$ cat config.mk
export PLATFORM = sky130hd
export DESIGN_NAME = apple_gen
export DESIGN_NICKNAME = d
export VERILOG_FILES = /design/src/rtl/snake_pkg.sv /design/src/rtl/lfsr16.sv /design/src/rtl/apple_gen.sv
export SDC_FILE = /design/constraint.sdc
export NUM_CORES = 1
export LEC_CHECK = 0
export ABC_AREA = 1
export BUFFER_PORTS_ARGS = -buffer_cell sky130_fd_sc_hd__buf_2
export CAP_MARGIN = 10
export CELL_PAD_IN_SITES_DETAIL_PLACEMENT = 0
export CELL_PAD_IN_SITES_GLOBAL_PLACEMENT = 1
export CORE_MARGIN = 1
export CORE_UTILIZATION = 44
export DETAILED_ROUTE_END_ITERATION = 6
export PLACE_DENSITY = 0.9
export SKIP_LAST_GASP = 1
export SYNTH_ARGS = -nofsm -noshare
export SYNTH_HDL_FRONTEND = slang
export SYNTH_SLANG_ARGS = --single-unit
$ cat constraint.sdc
create_clock -name pclk -period 2.71 [get_ports pclk]
set_input_delay 0.813 -clock pclk [delete_from_list [all_inputs] [get_ports pclk]]
set_output_delay 0.813 -clock pclk [all_outputs]
set_load 0.05 [all_outputs]
$ cat src/rtl/snake_pkg.sv
// Shared definitions for the snake game blocks: coordinate widths,
// apple-placement LFSR constants, retry limit and placement FSM encoding.
package snake_pkg;

    localparam int X_W = 7;
    localparam int Y_W = 6;

    localparam logic [15:0] LFSR_SEED = 16'hACE1;
    // Taps 16,14,13,11 expressed as a mask over bits 15,13,12,10
    localparam logic [15:0] LFSR_TAPS = 16'hB400;

    localparam int RETRY_W     = 6;
    localparam int RETRY_LIMIT = 64;

    typedef enum logic [1:0] {
        ST_IDLE   = 2'd0,
        ST_GEN    = 2'd1,
        ST_PLACED = 2'd2
    } state_t;

    function automatic logic [15:0] lfsr_next(input logic [15:0] s);
        return {s[14:0], ^(s & LFSR_TAPS)};
    endfunction

endpackage

$ cat src/rtl/lfsr16.sv
// Free-running 16-bit Fibonacci LFSR; a nonzero seed on a maximal-length
// polynomial guarantees the state never reaches zero.
module lfsr16
    import snake_pkg::*;
(
    input  logic        pclk,
    input  logic        rst,
    output logic [15:0] state
);

    always_ff @(posedge pclk or posedge rst) begin
        if (rst) begin
            state <= LFSR_SEED;
        end else begin
            state <= lfsr_next(state);
        end
    end

endmodule

$ cat src/rtl/apple_gen.sv
// Apple placement for the snake game: draws random candidates from an LFSR,
// rejects ones off-grid or under the head, and reports when the apple is eaten.
module apple_gen
    import snake_pkg::*;
(
    input  logic           pclk,
    input  logic           rst,
    input  logic           game_start,
    input  logic [X_W-1:0] grid_cols,
    input  logic [Y_W-1:0] grid_rows,
    input  logic [X_W-1:0] head_x,
    input  logic [Y_W-1:0] head_y,
    input  logic           head_valid,
    output logic [X_W-1:0] apple_x,
    output logic [Y_W-1:0] apple_y,
    output logic           apple_valid,
    output logic           apple_eaten,
    output logic           busy
);

    logic [15:0]        lfsr;
    state_t             fsm_state, fsm_next;
    logic [RETRY_W-1:0] retry, retry_next;
    logic               retry_done, retry_done_next;
    logic [X_W-1:0]     x_next, cand_x;
    logic [Y_W-1:0]     y_next, cand_y;
    logic               eaten_next, cand_ok, eat_hit, head_at_origin;

    lfsr16 u_lfsr (
        .pclk  (pclk),
        .rst   (rst),
        .state (lfsr)
    );

    assign cand_x = lfsr[X_W-1:0];
    assign cand_y = lfsr[8 +: Y_W];
    assign cand_ok = (cand_x != '0) && (cand_x <= grid_cols) &&
                     (cand_y != '0) && (cand_y <= grid_rows) &&
                     !((cand_x == head_x) && (cand_y == head_y));
    assign eat_hit = head_valid && (head_x == apple_x) && (head_y == apple_y);
    assign head_at_origin = (head_x == X_W'(1)) && (head_y == Y_W'(1));

    // retry_done marks the 64th rejection so the fallback lands one cycle later
    always_comb begin
        fsm_next        = fsm_state;
        retry_next      = retry;
        retry_done_next = retry_done;
        x_next          = apple_x;
        y_next          = apple_y;
        eaten_next      = 1'b0;
        case (fsm_state)
            ST_IDLE: begin
                if (game_start && (grid_cols != '0) && (grid_rows != '0)) begin
                    fsm_next        = ST_GEN;
                    retry_next      = '0;
                    retry_done_next = 1'b0;
                end
            end
            ST_GEN: begin
                if (game_start) begin
                    retry_next      = '0;
                    retry_done_next = 1'b0;
                end else if (retry_done) begin
                    fsm_next = ST_PLACED;
                    x_next   = head_at_origin ? grid_cols : X_W'(1);
                    y_next   = head_at_origin ? grid_rows : Y_W'(1);
                end else if (cand_ok) begin
                    fsm_next = ST_PLACED;
                    x_next   = cand_x;
                    y_next   = cand_y;
                end else begin
                    retry_next = retry + RETRY_W'(1);
                    if (retry == RETRY_W'(RETRY_LIMIT - 1)) begin
                        retry_done_next = 1'b1;
                    end
                end
            end
            ST_PLACED: begin
                if (game_start || eat_hit) begin
                    fsm_next        = ST_GEN;
                    retry_next      = '0;
                    retry_done_next = 1'b0;
                    eaten_next      = !game_start;
                end
            end
            default: begin
                fsm_next = ST_IDLE;
            end
        endcase
    end

    always_ff @(posedge pclk or posedge rst) begin
        if (rst) begin
            fsm_state   <= ST_IDLE;
            retry       <= '0;
            retry_done  <= 1'b0;
            apple_x     <= '0;
            apple_y     <= '0;
            apple_valid <= 1'b0;
            apple_eaten <= 1'b0;
            busy        <= 1'b0;
        end else begin
            fsm_state   <= fsm_next;
            retry       <= retry_next;
            retry_done  <= retry_done_next;
            apple_x     <= x_next;
            apple_y     <= y_next;
            apple_valid <= (fsm_next == ST_PLACED);
            apple_eaten <= eaten_next;
            busy        <= (fsm_next == ST_GEN);
        end
    end

endmodule

Word-level counts from Yosys, hierarchy flattened
Cells that the tools add are included.

word-level totals
  register bits after elaboration = 41
  input bits = 30
  output and inout port bits = 16

cells by class
  order comparisons = 2
  multiplexer cells = 27
  eq/ne operators = 15
  $add $sub $neg = 1
  reduce and logical (&&, ||, !) cells = 24
  bitwise operators = 1

operators with widths
  kind                                                  number
  2-to-1 mux 6 bit                                      8
  2-to-1 mux 7 bit                                      3
  one-hot mux 6 bit (3 select lines)                    1
  XOR reduction 16 bit                                  1
  equality test 7 bit                                   2
  nonzero test 7 bit                                    2
  equality test 6 bit                                   2
  nonzero test 6 bit                                    2
  logical AND 1 bit                                     10
  2-to-1 mux 2 bit                                      5
  2-to-1 mux 1 bit                                      8
  equality test 7 x 1 -> 1 bit (second input constant)  1
  <= comparator 7 bit                                   1
  adder 6 x 1 -> 6 bit (second input constant)          1
  equality test 6 x 1 -> 1 bit (second input constant)  1
  equality test 6 bit (second input constant)           1
  <= comparator 6 bit                                   1
  inequality test 3 bit (second input constant)         2
  one-hot mux 2 bit (3 select lines)                    1
  AND reduction 3 bit                                   2
  AND reduction 5 bit                                   1
  equality test 2 x 1 -> 1 bit (second input constant)  2
  equality test 2 bit (second input constant)           2
  inequality test 2 bit (second input constant)         2
  other kinds (7)                                       8

Logic depth before layout (Yosys ltp)
Gate-level depths: netlist of run 1.

  depth in word-level cells = 10
  mapped depth = 15

Hierarchy
A second synthesis of run 1 with hierarchy kept.

unflattened totals
  cells, all modules = 383
  area, all modules = 2651.3 um^2

by module, submodules not included
  module     area each (um^2)  cells an instance  times used  seq. area each (um^2)
  apple_gen  2173.3            351                1           625.6
  lfsr16     478.0             32                 1           410.4

Worst setup path after synthesis of run 1
OpenSTA, ideal clock, no wires.

  path kind = input -> register
  start point = input grid_cols[6]
  end point = register apple_y[4]
  path slack = 508 ps
  library setup time = 118 ps
  data arrival time = 2084 ps
  buffers on the path = 1
  stages on the path = 13
  cell sequence = inv_1 ha_1 nand2_2 inv_1 a21oi_1 nand2_1 nand2_1 nand3_1 o21ai_2 nand2_4 buf_12 nand2_1 nand2_1

between the ends
  cells in the longest elaborated chain, start to end = 7

ends and longest elaborated chain
  what                                  RTL line          text
  start, declared                       apple_gen.sv:9    input logic [X_W-1:0] grid_cols,
  <= comparator 7 bit                   apple_gen.sv:37   assign cand_ok = (cand_x != '0) && (cand_x <= grid_cols) &&
  logical AND 1 bit (2 in series)       apple_gen.sv:37
  logical AND 1 bit (2 in series)       apple_gen.sv:38   (cand_y != '0) && (cand_y <= grid_rows) &&
  nonzero test 2 bit (no source line)   n/a
  AND reduction 3 bit (no source line)  n/a
  end signal, assigned                  apple_gen.sv:107  apple_y <= y_next;
  end, declared                         apple_gen.sv:15   output logic [Y_W-1:0] apple_y,

No other way between the ends.
A chain may end at the register's enable or synchronous reset.

Worst setup path in the final report of run 1
  start point = input grid_cols[5]
  end point = register apple_x[3]

between the ends
  cells in the longest elaborated chain, start to end = 7

ends and longest elaborated chain
  what                                  RTL line          text
  <= comparator 7 bit                   apple_gen.sv:37
  logical AND 1 bit (2 in series)       apple_gen.sv:37
  logical AND 1 bit (2 in series)       apple_gen.sv:38
  nonzero test 2 bit (no source line)   n/a
  AND reduction 3 bit (no source line)  n/a
  end signal, assigned                  apple_gen.sv:106  apple_x <= x_next;
  end, declared                         apple_gen.sv:14   output logic [X_W-1:0] apple_x,

No other way between the ends.

==> flow_summary.json, run 1 <==
{
  "setup_tns_ns": 0,
  "core_area_um2": 6030,
  "max_stage_delay_ns": 0.30,
  "drv_cap": 0,
  "cts_tree": "yes",
  "hold_viol": 0,
  "reg2regPathDepth": 12,
  "cp-end-kind": "flop",
  "worst_pin_slew_ns": 0.518,
  "async_reset_ff_share_pct": 100,
  "min-delay-start": "u_lfsr.state[14]$_DFF_PP0_",
  "period_share_pct": 82.7,
  "finalClockSkew_ns": 0.0122,
  "nets": 488,
  "initial_core_util_pct": 46.6,
  "slew_headroom_pct": 65.5,
  "first_pass_iters": 4,
  "netlist_area_um2": 2810,
  "cts_buffers": 5,
  "hold_path.class": "reg2reg",
  "antenna_found_initial": 0,
  "fin_ws_ns": 0.469,
  "period_minus_slack_ns": 2.24,
  "worst-r2r-setup-slack_ns": 0.60,
  "insertion_delay_ns": 0.30,
  "viasPerCell": 5.01,
  "critPathSlowestCell": "ha_1",
  "critPathMaxFanout": 25,
  "yosys.cell_count.top_type": "nand2_1",
  "overflow": 0,
  "grt_setup_unrepaired": "no",
  "num_vias": 2602,
  "numClockSinks": 41,
  "first_iter_violations": 189,
  "holdBufCountCts": 0,
  "grt_pass1_vias": 2342,
  "synthDistinctLibCells": 34,
  "ant_nets": 0,
  "path_class": "in2reg",
  "synth_seq_cells": 41,
  "synth.cells.most_frequent": "146 x nand2_1, 58 x inv_1, 33 x dfrtp_1, 30 x nor2_1, 15 x ha_1",
  "syn_nets": 441,
  "powerDensity_nw_per_um2": 493,
  "hold-worst-slack_ns": 0.365,
  "port_buffers": 45,
  "syn2layout_area_growth_pct": 14.0,
  "path_cells": "buf_2 > inv_1 > ha_1 > nand2_2 > inv_1 > a21oi_1 > nand2_1 > nand2_1 > nand3_1 > o21ai_2 > nand2_4 > inv_4 > nand2_1 > nand2_1",
  "cts.path.max_buffers": 2,
  "wl_per_cell_um": 13.8,
  "holdPathEnd": "u_lfsr.state[15]$_DFF_PP1_",
  "worstPathArrival_ns": 2.48,
  "synth_edf_count": 0,
  "drive_gt1_share_pct": 20.5,
  "cp_data_required_time_ns": 2.95,
  "pin_count": 46,
  "synth.avg_cell_area_um2": 7.09,
  "leakage_nw": 1.74,
  "drcViolationCount": 0,
  "hpwlAfterDp_mm": 5.74,
  "synth_cells": 396,
  "grt_max_degree": 42,
  "antenna_cells": 0,
  "hold_depth": 0,
  "synth_area_leaders": "dfrtp_1 29%, nand2_1 20%, inv_1 7.8%",
  "post_cts_resized": 0,
  "root_buffer": "clkbuf_8",
  "place.gp.congestion": 0.847,
  "r2r_end": "apple_x[3]$_DFFE_PP0P_",
  "wl_mm": 7.18,
  "synth_top_flop_cell": "dfrtp_1",
  "grt_pass1_wl_mm": 11.8,
  "cts_setup_buffers": 0,
  "synth_top_area_share_pct": 29.4,
  "yosysTopAreaCell": "dfrtp_1",
  "worstReg2RegStart": "u_lfsr.state[6]$_DFF_PP1_",
  "timing.fmax_ghz": 0.446,
  "ys_seq_area_share_pct": 36.9,
  "die_x_um": 81.9,
  "place_ws_ns": 0.134,
  "setup_viol_count_final": 0,
  "yosysWarnings": 0,
  "start_kind": "input pin",
  "clk_pin_slew_worst_paths_ns": 0.08,
  "die_area_um2": 6710,
  "drv_slew": 0,
  "max-vdd-ir-drop_v": 0.000296,
  "grt_use_total_pct": 23.9,
  "crit_top_cell": "nand2_1",
  "die_y_um": 81.9,
  "status": "completed",
  "cts_max_level": 2,
  "num-fill-cells": 627,
  "rows": 28
}
## sequential cells by signal (all words and copies together), names as in the netlist
register      count
apple_eaten       1
apple_y           6
apple_valid       1
u_lfsr.state     16
apple_x           7
retry_done        1
retry             6
fsm_state         2
busy              1
## through the flow
| step | util [%] | area, µm² | instances | power [mW] |
|---|---|---|---|---|
| global route | 53.2 | 3200 | 519 | 1.66 |
| floorplan | - | 2810 | 396 | 0.896 |
| global placement | 50.9 | 3070 | 511 | 0.996 |
| CTS | 53.2 | 3200 | 519 | 1.58 |
| finish | 53.2 | 3200 | 519 | 1.58 |
| detailed placement | 50.9 | 3070 | 511 | 1.00 |
## report_power, final
part / switching (mW) / internal, mW / total [mW]
Sequential: 0.0332 / 0.640 / 0.673
Combinational: 0.222 / 0.0943 / 0.316
Clock: 0.222 / 0.366 / 0.588
## per-layer routing
layer | global-route usage [%] | wire, µm | share of wire [%]
met1 | 34.9 | 3530 | 49
met2 | 35.6 | 3180 | 44
met3 | 5.00 | 384 | 5.3
met4 | 6.32 | 83 | 1.2
met5 | 0 | 0 | 0
## area by class of cell
cell class	instances	area (µm²)	share of cell area (%)
clock buffer	5	68.8	2.15
clock inverter	3	65.1	2.03
inverter	66	250	7.81
multi-input combinational	282	1450	45.2
sequential	41	1040	32.3
tap	75	93.8	2.93
timing repair buffer	47	240	7.50
## worst max-delay path by stage
stage | startpoint | endpoint | slack (ns) | depth (start not counted)
detailed placement | grid_cols[6] | apple_x[3]$_DFFE_PP0P_ | 0.13 | 14
CTS | grid_cols[6] | apple_x[3]$_DFFE_PP0P_ | 0.45 | 14
floorplan | grid_cols[6] | apple_y[4]$_DFFE_PP0P_ | 0.51 | 13
global route | grid_cols[6] | apple_y[4]$_DFFE_PP0P_ | 0.29 | 14
finish | grid_cols[5] | apple_x[3]$_DFFE_PP0P_ | 0.47 | 14
global placement | grid_cols[6] | apple_x[6]$_DFFE_PP0P_ | 0.21 | 14
## cells in the final DEF, fill, tap and decap left out, types with 3 or more instances in the layout
| cell type | n |
|---|---|
| nand2_4 | 3 |
| nor2_1 | 30 |
| nor4_1 | 3 |
| a21oi_1 | 10 |
| inv_1 | 58 |
| or2_2 | 3 |
| nand4_1 | 8 |
| nand3_2 | 6 |
| inv_2 | 7 |
| ha_1 | 15 |
| xnor2_1 | 3 |
| o22ai_1 | 13 |
| dfrtp_1 | 33 |
| o21ai_0 | 5 |
| xor2_1 | 5 |
| buf_2 | 45 |
| nand3_1 | 14 |
| nand2_1 | 146 |
| dfstp_2 | 8 |
| nor2_2 | 3 |
| clkbuf_8 | 5 |
| nor3_1 | 5 |
## critical path: cells and delay by family
kind | cells | cell delay, ns
buf+inv | 4 | 0.37
fa+ha+maj | 1 | 0.30
compound gates | 2 | 0.30
simple gates | 7 | 0.68
## logic make-up (layout without fill, tap and decap cells)
family,after synthesis,count (layout),share of synthesized area [%]
buffers and inverters,73,121,11.5
AOI/OAI and AO/OA,32,32,6.64
xor gates and xnor gates,8,8,2.49
DFF,41,41,36.9
and+or+nand+nor,227,227,35.8
adders and majority gates,15,15,6.68
Power figures use the tool's default switching activity.
==> run 2: changes to the inputs <==
CORE_UTILIZATION = 41   (was 44)
PLACE_DENSITY = 0.85   (was 0.9)
clock period = 2.1 ns   (was 2.71 ns; I/O delays follow)
==> run 2 against run 1 <==
Against the previous run:
- the flow now finishes with violations (DRC)
- register-to-register slack got worse by 0.49 ns
- clock-buffer cell count is the same
- sequential power is 29% higher
- design area is 12% higher
- worst hold slack worse by 0.0082 ns
- core utilization grew 2.1 points
- global-route usage fell by 1.9 points
- sequential share of layout area down 3.4 points
- clock power rose by 30%
- via count up 6.1%
- critical path type unchanged
==> flow_summary.json, run 2 (same netlist as run 1, synthesis figures left out) <==
{
  "initial_core_util_pct": 43.2,
  "final_cell_mix": "143 x nand2_1, 56 x inv_1, 45 x buf_2, 32 x dfrtp_1, 30 x nor2_1",
  "clk_pin_slew_worst_paths_ns": 0.09,
  "final_common_cell": "nand2_1",
  "numClockSinks": 41,
  "hold_path.class": "reg2reg",
  "critPathMaxFanout": 6,
  "port_buffers": 45,
  "timing.fmax_ghz": 0.498,
  "hold_viol": 0,
  "first_pass_iters": 7,
  "nets": 518,
  "grt_pass1_vias": 2527,
  "top_layer_used": "met4",
  "status": "finished, violations left",
  "leakage_nw": 1.91,
  "multi_input_area_um2": 1600,
  "grt_use_total_pct": 22.1,
  "start_kind": "input pin",
  "largest_reg_flops": 16,
  "period_share_pct": 95.6,
  "num_vias": 2761,
  "max-vdd-ir-drop_v": 0.000254,
  "hold-worst-slack_ns": 0.357,
  "die_x_um": 84.8,
  "syn2layout_area_growth_pct": 27.7,
  "fin_util_pct": 55.2,
  "seqCellArea_um2": 1040,
  "finalClockSkew_ns": 0.0102,
  "antenna_cells": 0,
  "die_y_um": 84.8,
  "route.met2.wl_mm": 3.35,
  "post-place-cells": 537,
  "powerDensity_nw_per_um2": 580,
  "root_buffer": "clkbuf_8",
  "drv_cap": 0,
  "first_iter_violations": 163,
  "cts_buffers": 5,
  "finalPower_mw": 2.08,
  "cts.path.max_buffers": 2,
  "period_minus_slack_ns": 2.01,
  "fin_ws_ns": 0.0924,
  "drive_gt1_share_pct": 28.7,
  "wl_mm": 7.65,
  "cts_max_level": 2,
  "drt-met1-wl_mm": 3.79,
  "path_class": "in2reg",
  "overflow": 0,
  "cp-end-kind": "flop",
  "hpwlAfterDp_mm": 5.84,
  "critPathSlowestCell": "ha_1",
  "max_stage_delay_ns": 0.32,
  "cp_top_family": "compound AO/OA/AOI/OAI gates",
  "cts_tree": "yes",
  "ant_nets": 0,
  "worst_pin_slew_ns": 0.647,
  "die_area_um2": 7190,
  "pin_count": 46,
  "wl_per_cell_um": 13.9,
  "setup_viol_count_final": 0,
  "place.gp.congestion": 0.842,
  "dr_wl_met3_um": 386,
  "slew_headroom_pct": 56.8,
  "regMostFlops": "u_lfsr.state",
  "cp_data_required_time_ns": 2.33,
  "viasPerCell": 5.01,
  "final_cells": 551,
  "insertion_delay_ns": 0.30,
  "reg.largest.list": "u_lfsr.state (16), apple_x (7)",
  "path_cells": "buf_2 > inv_1 > ha_1 > a21oi_1 > nand2_1 > nand2_1 > nand2_1 > nand2_1 > nand3_2 > o21ai_4 > buf_12 > nand2_2 > o21ai_0",
  "crit_top_cell": "nand2_1",
  "num-fill-cells": 618,
  "violations": "DRC",
  "rows": 29,
  "place_ws_ns": -0.266,
  "grt_pass1_wl_mm": 12.2,
  "antenna_found_initial": 0,
  "worstPathArrival_ns": 2.24,
  "crit_buf_inv": 3,
  "drv_slew": 0,
  "core_area_um2": 6490,
  "drcViolationCount": 4,
  "grt_max_degree": 42
}
-- run 2: changes by cell type in the layout (fill, tap and decap cells not counted), moves of 3 or more --
cell,before,now
buf_4,2,27
ha_1,15,9
ha_4,0,5
nand2_1,146,143
-- run 2: final timing paths --
kind                                             from                         end  slack, ns  cells after the start
setup / recovery                         grid_cols[2]      apple_y[0]$_DFFE_PP0P_       0.09                     13
hold / removal             u_lfsr.state[14]$_DFF_PP0_  u_lfsr.state[15]$_DFF_PP1_       0.36                      0
setup reg to reg           u_lfsr.state[13]$_DFF_PP1_      apple_y[0]$_DFFE_PP0P_       0.11                     11
hold reg to reg            u_lfsr.state[14]$_DFF_PP0_  u_lfsr.state[15]$_DFF_PP1_       0.36                      0
max in group asynchronous                         rst  u_lfsr.state[12]$_DFF_PP0_       1.27                      3
min in group asynchronous                         rst        retry[3]$_DFFE_PP0P_       0.45                      3
-- run 2: what timing repair did --
action / in CTS / in global routing
resized for setup: 0 / 24
hold buffers: 0 / 0
setup endpoints to repair: 0 / 23
setup buffers: 0 / 3
-- run 2: area by class of cell --
class	count	share of cell area, %
inverter	66	7.26
sequential	41	28.9
timing repair buffer	74	12.8
clock buffer	5	1.92
tap	77	2.69
multi-input combinational	285	44.6
clock inverter	3	1.81
-- run 2: per-stage QoR --
step	cell area, µm²	setup TNS, ns
2_1_floorplan	2810	0
3_3_place_gp	3250	-4.32
3_5_place_dp	3250	-5.56
4_1_cts	3390	0
5_1_grt	3590	-0.00388
6_report	3590	0
-- run 2: routing by layer --
metal	track usage (%)	up-vias
met5	0	-
met4	6.63	0
met3	3.64	11
met2	33.9	80
met1	32.0	1269
li1	-	1401
-- run 2: power by group --
group | total, mW | internal [mW] | switching, mW
logic | 0.446 | 0.147 | 0.299
clock network | 0.763 | 0.472 | 0.291
registers | 0.869 | 0.826 | 0.0432
total | 2.08 | 1.45 | 0.633
-- run 2: worst register-to-register path, stage by stage (launching register included) --
cell and delay [ns]:
dfstp_2 0.58, buf_6 0.11, inv_2 0.03, ha_2 0.17
nand3_2 0.07, nor2_1 0.04, nor2_1 0.13, nand3_2 0.13
o21ai_4 0.18, buf_12 0.15, nand2_2 0.13, o21ai_0 0.21
